### src/rtl/contador_modos.sv
// contador_modos: synchronous multi-mode counter (+1, -1, +3, parallel load).
// RCO is a registered one-cycle wrap pulse taken from the carry/borrow of a
// WIDTH+1-bit sum, so WIDTH-bit slices can be cascaded.
// Optional feature macro: CONTADOR_PARIDAD_EN. When defined, Paridad is the
// registered XOR-reduction of Q. When undefined, Paridad is tied to 0.
module contador_modos #(
    parameter int WIDTH = 16
) (
    input  logic             CLK,
    input  logic             RESET_L,
    input  logic             ENB,
    input  logic [1:0]       MODO,
    input  logic [WIDTH-1:0] D,
    output logic [WIDTH-1:0] Q,
    output logic             RCO,
    output logic             Paridad
);

    typedef enum logic [1:0] {
        modo_sube   = 2'b00,
        modo_baja   = 2'b01,
        modo_sube3  = 2'b10,
        modo_carga  = 2'b11
    } modo_t;

    localparam logic [WIDTH:0] paso_uno  = (WIDTH+1)'(1);
    localparam logic [WIDTH:0] paso_tres = (WIDTH+1)'(3);

    modo_t            modo;
    logic [WIDTH:0]   suma;
    logic [WIDTH-1:0] q_next;
    logic             rco_next;

    assign modo = modo_t'(MODO);

    // Next-state arithmetic in WIDTH+1 bits; the MSB is the carry/borrow.
    // NOTE: every signal written in always_comb gets a default first, so no
    // path can leave it unassigned and infer a latch.
    always_comb begin
        suma     = {1'b0, Q};
        q_next   = Q;
        rco_next = 1'b0;
        if (ENB) begin
            unique case (modo)
                modo_sube:  suma = {1'b0, Q} + paso_uno;
                modo_baja:  suma = {1'b0, Q} - paso_uno;
                modo_sube3: suma = {1'b0, Q} + paso_tres;
                modo_carga: suma = {1'b0, D};
                default:    suma = {1'b0, Q};
            endcase
            q_next = suma[WIDTH-1:0];
            // A load never flags a wrap, even when D equals Q or is zero.
            rco_next = suma[WIDTH] && (modo != modo_carga);
        end
    end

    // Count, wrap-pulse and (optionally) parity registers, all on one edge.
    // NOTE: sequential state uses non-blocking assignments so every register
    // samples the pre-edge values, independent of statement order.
    always_ff @(posedge CLK or negedge RESET_L) begin
        if (!RESET_L) begin
            Q       <= '0;
            RCO     <= 1'b0;
`ifdef CONTADOR_PARIDAD_EN
            Paridad <= 1'b0;
`endif
        end else begin
            Q       <= q_next;
            RCO     <= rco_next;
`ifdef CONTADOR_PARIDAD_EN
            Paridad <= ^q_next;
`endif
        end
    end

`ifndef CONTADOR_PARIDAD_EN
    // Parity disabled: constant output, no parity logic.
    assign Paridad = 1'b0;
`endif

endmodule
### config.mk
export PLATFORM = sky130hd
export DESIGN_NAME = contador_modos
export DESIGN_NICKNAME = d
export VERILOG_FILES = /design/src/rtl/contador_modos.sv
export SDC_FILE = /design/constraint.sdc
export NUM_CORES = 1
export LEC_CHECK = 0
export BUFFER_PORTS_ARGS = -buffer_cell sky130_fd_sc_hd__buf_2
export CAP_MARGIN = 40
export CORE_MARGIN = 4
export CORE_UTILIZATION = 28
export CTS_CLUSTER_DIAMETER = 30
export DETAILED_ROUTE_END_ITERATION = 16
export PLACE_DENSITY_LB_ADDON = 0.12
export SLEW_MARGIN = 10
export SYNTH_ARGS = -nofsm -noshare
export SYNTH_HDL_FRONTEND = slang
export SYNTH_SLANG_ARGS = --single-unit
### constraint.sdc
create_clock -name CLK -period 2.9 [get_ports CLK]
set_clock_uncertainty 0.1 [all_clocks]
set_input_delay 0.29 -clock CLK [delete_from_list [all_inputs] [get_ports CLK]]
set_output_delay 0.29 -clock CLK [all_outputs]
set_load 0.01 [all_outputs]
Word-level counts from Yosys, hierarchy flattened
Cells that the tools add are included.
- flip-flop bits (word level): 17
- input bits: 21
- output and inout bits: 18
- logic and storage cells: 14
- add/subtract/negate cells: 3
- equal/unequal tests: 4
- multiplexer cells: 3
- reduce and logical (&&, ||, !) cells: 2
- operator list (cell ; number):
    one-hot mux 17 bit (4 select lines) ; 1
    adder 16 x 1 -> 17 bit, second input constant ; 1
    adder 16 x 2 -> 17 bit, second input constant ; 1
    two-way mux 17 bit ; 1
    subtractor 16 x 1 -> 17 bit, second input constant ; 1
    == test 2 bit, second input constant ; 2
    == test 2 x 1 -> 1 bit, second input constant ; 1
    zero test 2 bit ; 1
    != test 2 bit, second input constant ; 1
    logical AND 1 bit ; 1
    two-way mux 1 bit ; 1

Longest topological paths before layout
- depth in word-level cells: 5
- depth in mapped cells: 11
- mapped depth without buffers: 10

Least setup slack after synthesis
No wires, ideal clock.
- path type: input port to flip-flop
- start point: input port MODO[1]
- end point: register Q[6]
- library setup time: 0.121 ns
- data arrival time: 2.184 ns
- data required time: 2.679 ns
- setup slack: 0.495 ns
- stages on the path: 10
- buffers on the path: 0
- path through: inv_1 -> ha_1 -> inv_1 -> fa_1 -> and3b_1 -> o21ai_0 -> nand2_1 -> a211oi_1 -> o21ai_0 -> a22o_1
- word-level cells in the longest chain between the ends: 3
- elaborated cells on any way between the ends: 6
- classes of those cells: eq/ne: 3; mux: 2; reduce/logical: 1
- RTL lines (item ; line ; source):
    start, declared ; 12 ; input logic [1:0] MODO,
    == test 2 bit (tied with other cells) ; 44 ; unique case (modo)
    one-hot mux 17 bit (4 select lines) * ; 44 ;
    two-way mux 17 bit * ; 43 ; if (ENB) begin
    end signal, assigned ; 68 ; Q <= q_next;
    end, declared ; 14 ; output logic [WIDTH-1:0] Q,
Mark *: on every way between the ends. The rest lies on a longest branch, timed or not. The select of a mux whose other input is x is not followed.
A chain may end at the register's enable or synchronous reset.

Worst setup path in the final report
- start point: register Q[0]
- end point: register Q[6]
- word-level cells in the longest chain between the ends: 3
- elaborated cells on any way between the ends: 5
- classes of those cells: add/sub: 3; mux: 2
- RTL lines (item ; line ; source):
    adder 16 x 2 -> 17 bit (tied with other cells) ; 47 ; modo_sube3: suma = {1'b0, Q} + paso_tres;
    one-hot mux 17 bit (4 select lines) * ; 44 ;
    two-way mux 17 bit * ; 43 ;
Marked as above.

==> impl_metrics.toml <==
[pwr]
clockPowerShare_pct = 11.6
power.net_switching_uw = 862
p_leak_nw = 0.974
report.power.total_mw = 1.70
ir_worst_vdd_v = 0.000136
cell_internal_pwr_uw = 838
switching_share_pct = 50.7
cellPowerDensity_nw_per_um2 = 701
power_frac_comb_pct = 55.2
power_frac_seq_pct = 33.2

[floorplan]
starting_density_of_the_core_pct = 28.7
io_pins = 39
die_span_in_y_um = 94.2
core_area_um2 = 7250
placement_rows = 31
die-area_um2 = 8870
overall_die_width_um = 94.2

[clock_tree]
ctsHoldBuffers = 1
tritoncts_clock_tree = "done"
post_cts_resized = 0
cts_root_buf = "sky130_fd_sc_hd__clkbuf_8"
cts_buf_count = 3
cts-root-to-sink-buffers = 2
cts_sinks = 17
worstSkewPairLatency_ns = 0.26
ctsHtreeMaxLevel = 1
cts_setup_buffers = 0
clkTransAtPathRegs_ns = 0.08

[setup_path]
critical_path.startpoint_type = "flop"
cp.arrival_ns = 2.61
worstSetupEndpointType = "flop"
crit_path_max_fanout = 5
critPathKind = "reg -> reg"
worst_ep_required_time_ns = 2.95

[yosys]
async_reset_ff_share_pct = 100
synth-edff-count = 0
synth_sequential_area_ratio_pct = 20.5
post-synth-top-count-cell = "sky130_fd_sc_hd__o21ai_0"
post_synth_instance_area_um2 = 2080
yosysTopAreaCellShare_pct = 20.5
ys_types = 63
syn_inst = 284
synthDominantAreaCellType = "sky130_fd_sc_hd__dfrtp_1"
ys_ff_latch = 17
yosys_warnings = 0
synth.area.top_cells = "sky130_fd_sc_hd__dfrtp_1 20%, sky130_fd_sc_hd__o21ai_0 6.5%, sky130_fd_sc_hd__nand2_1 4.2%"
synth.avg_cell_area_um2 = 7.32
synthesized_net_count = 310
synth_top_flop_cell = "sky130_fd_sc_hd__dfrtp_1"
synth_commonest_cells = "27 x sky130_fd_sc_hd__o21ai_0, 23 x sky130_fd_sc_hd__nand2_1, 19 x sky130_fd_sc_hd__clkbuf_1, 17 x sky130_fd_sc_hd__dfrtp_1, 15 x sky130_fd_sc_hd__nor2_1"

[timing]
max_slew_margin_pct = 52.0
transition_at_the_pin_with_the_smallest_max_transition_slack_ns = 0.720
rsz0062_at_grt = "false"
setup-tns-final_ns = 0
max_freq_mhz = 391
finalWorstPathRequiredPeriod_ns = 2.55
hold_viol = 0
min_period_over_period_pct = 88.1
report.final.slew_viol_count = 0
finalSetupViolations = 0

[min_path]
hold_path_class = "in -> reg"

[global_routing]
first_global_vias = 2071
groute.usage.overall_pct = 16.0
gr-total-overflow = 0
grt_max_degree = 43
grt_pass1_wl_um = 11300
antenna_violations_before_repair = 0

[route]
detailroute.via_count = 2294
via_per_inst = 5.60
detail_route.wl_per_cell_um = 16.8
drt_first_pass_iters = 5
drc = 0
antenna_violating_nets_post_route = 0
drt_first_iter_violations = 201
routed_wirelength_um = 6890

[place]
place.port_buffers = 37
globalplace.congestion = 0.874
dp_wirelength_um = 5020

[flow_run]
max_cap_violations = 0

[final_layout]
fin_nets = 338
final_layout_size_suffix_gt1_share_pct = 20.3
diodes = 0
layout.filler_cells = 812
synthToLayoutAreaGrowth_pct = 16.6

[status]
run_status = "finished, final reports clean"
per-stage QoR:
stage / std cells / util [%] / cell area [µm²] / hold WS (ns) / setup slack, ns
finish: 410 / 33.4 / 2420 / 0.163 / 0.345
global route: 410 / 33.4 / 2420 / 0.188 / 0.165
CTS: 410 / 33.4 / 2420 / 0.159 / 0.313
detailed placement: 405 / 32.7 / 2370 / 0.168 / 0.0750
global placement: 405 / 32.7 / 2370 / 0.166 / 0.129
floorplan: 284 / - / 2080 / -0.106 / 0.495
final cells by class:
type                       instances  area, µm²  area share, %
clock buffer                       4       45.0           1.86
multi-input combinational        223       1450           60.0
sequential                        17        425           17.5
tap                               99        124           5.11
inverter                          13       48.8           2.01
timing repair buffer              54        328           13.5
per-layer routing:
| layer | vias up | track usage [%] | routed length (µm) | share of wire [%] |
|---|---|---|---|---|
| met5 | - | 0 | 0 | 0 |
| met4 | 0 | 3.73 | 68 | 0.99 |
| met3 | 6 | 1.36 | 308 | 4.5 |
| met2 | 51 | 24.2 | 3070 | 44 |
| met1 | 1102 | 24.4 | 3450 | 50 |
| li1 | 1135 | - | - | - |
final timing paths:
check                              from    end  slack [ns]  cells past startpoint
worst max-delay path               Q[0]   Q[6]        0.35                      7
worst min-delay path               D[0]   Q[0]        0.16                      3
worst max register to register     Q[0]   Q[6]        0.35                      7
worst min register to register     Q[1]   Q[1]        0.51                      2
max in group asynchronous       RESET_L   Q[6]        1.99                      2
min in group asynchronous       RESET_L  Q[15]        0.40                      2
state kept, by name, indices dropped and copies added (netlist names):
signal and flops:
Q 16, RCO 1
layout by cell type (no fill, tap or decap), types with 4 or more instances in the layout:
| master | count |
|---|---|
| sky130_fd_sc_hd__buf_2 | 37 |
| sky130_fd_sc_hd__o21ai_0 | 27 |
| sky130_fd_sc_hd__a21oi_1 | 8 |
| sky130_fd_sc_hd__nor2_1 | 15 |
| sky130_fd_sc_hd__nand2_1 | 23 |
| sky130_fd_sc_hd__nand3_1 | 14 |
| sky130_fd_sc_hd__a22oi_1 | 4 |
| sky130_fd_sc_hd__nor4_1 | 7 |
| sky130_fd_sc_hd__a2bb2oi_1 | 4 |
| sky130_fd_sc_hd__xnor2_1 | 4 |
| sky130_fd_sc_hd__a211oi_1 | 4 |
| sky130_fd_sc_hd__dfrtp_1 | 17 |
| sky130_fd_sc_hd__ha_1 | 4 |
| sky130_fd_sc_hd__inv_1 | 13 |
| sky130_fd_sc_hd__a22o_1 | 4 |
| sky130_fd_sc_hd__nor3_1 | 13 |
| sky130_fd_sc_hd__o22ai_1 | 12 |
| sky130_fd_sc_hd__nand2b_1 | 5 |
| sky130_fd_sc_hd__buf_4 | 15 |
| sky130_fd_sc_hd__and3_1 | 4 |
| sky130_fd_sc_hd__a31oi_1 | 5 |
| sky130_fd_sc_hd__nand4_1 | 4 |
| sky130_fd_sc_hd__a21boi_0 | 4 |
cells by family (layout without fill, tap and decap cells):
logic type / Yosys count / in the layout / share of synthesized area (%)
simple gates: 104 / 104 / 26.8
other cells: 1 / 1 / 0.180
compound gates: 104 / 104 / 35.0
flops: 17 / 17 / 20.5
xor+xnor: 5 / 5 / 2.11
mux: 4 / 4 / 2.53
buf+inv: 44 / 71 / 9.63
fa+ha+maj: 5 / 5 / 3.37
power by group through the flow:
stage / clock network [mW] / registers (mW) / logic [mW]
final: 0.197 / 0.565 / 0.938
after global routing: 0.217 / 0.600 / 1.05
after CTS: 0.209 / 0.563 / 0.942
after detailed placement: 0 / 0.566 / 0.939
after global placement: 0 / 0.566 / 0.937
after floorplan: 0 / 0.453 / 0.739
worst max-delay path, cell delays in order, from the launching register on:
cell	delay, ns
sky130_fd_sc_hd__dfrtp_1	0.45
sky130_fd_sc_hd__fa_1	0.50
sky130_fd_sc_hd__and3b_1	0.20
sky130_fd_sc_hd__o21ai_0	0.29
sky130_fd_sc_hd__nand2_1	0.13
sky130_fd_sc_hd__a211oi_1	0.39
sky130_fd_sc_hd__o21ai_0	0.13
sky130_fd_sc_hd__a22o_1	0.26
Note: power is estimated with default switching activity, not from simulation.
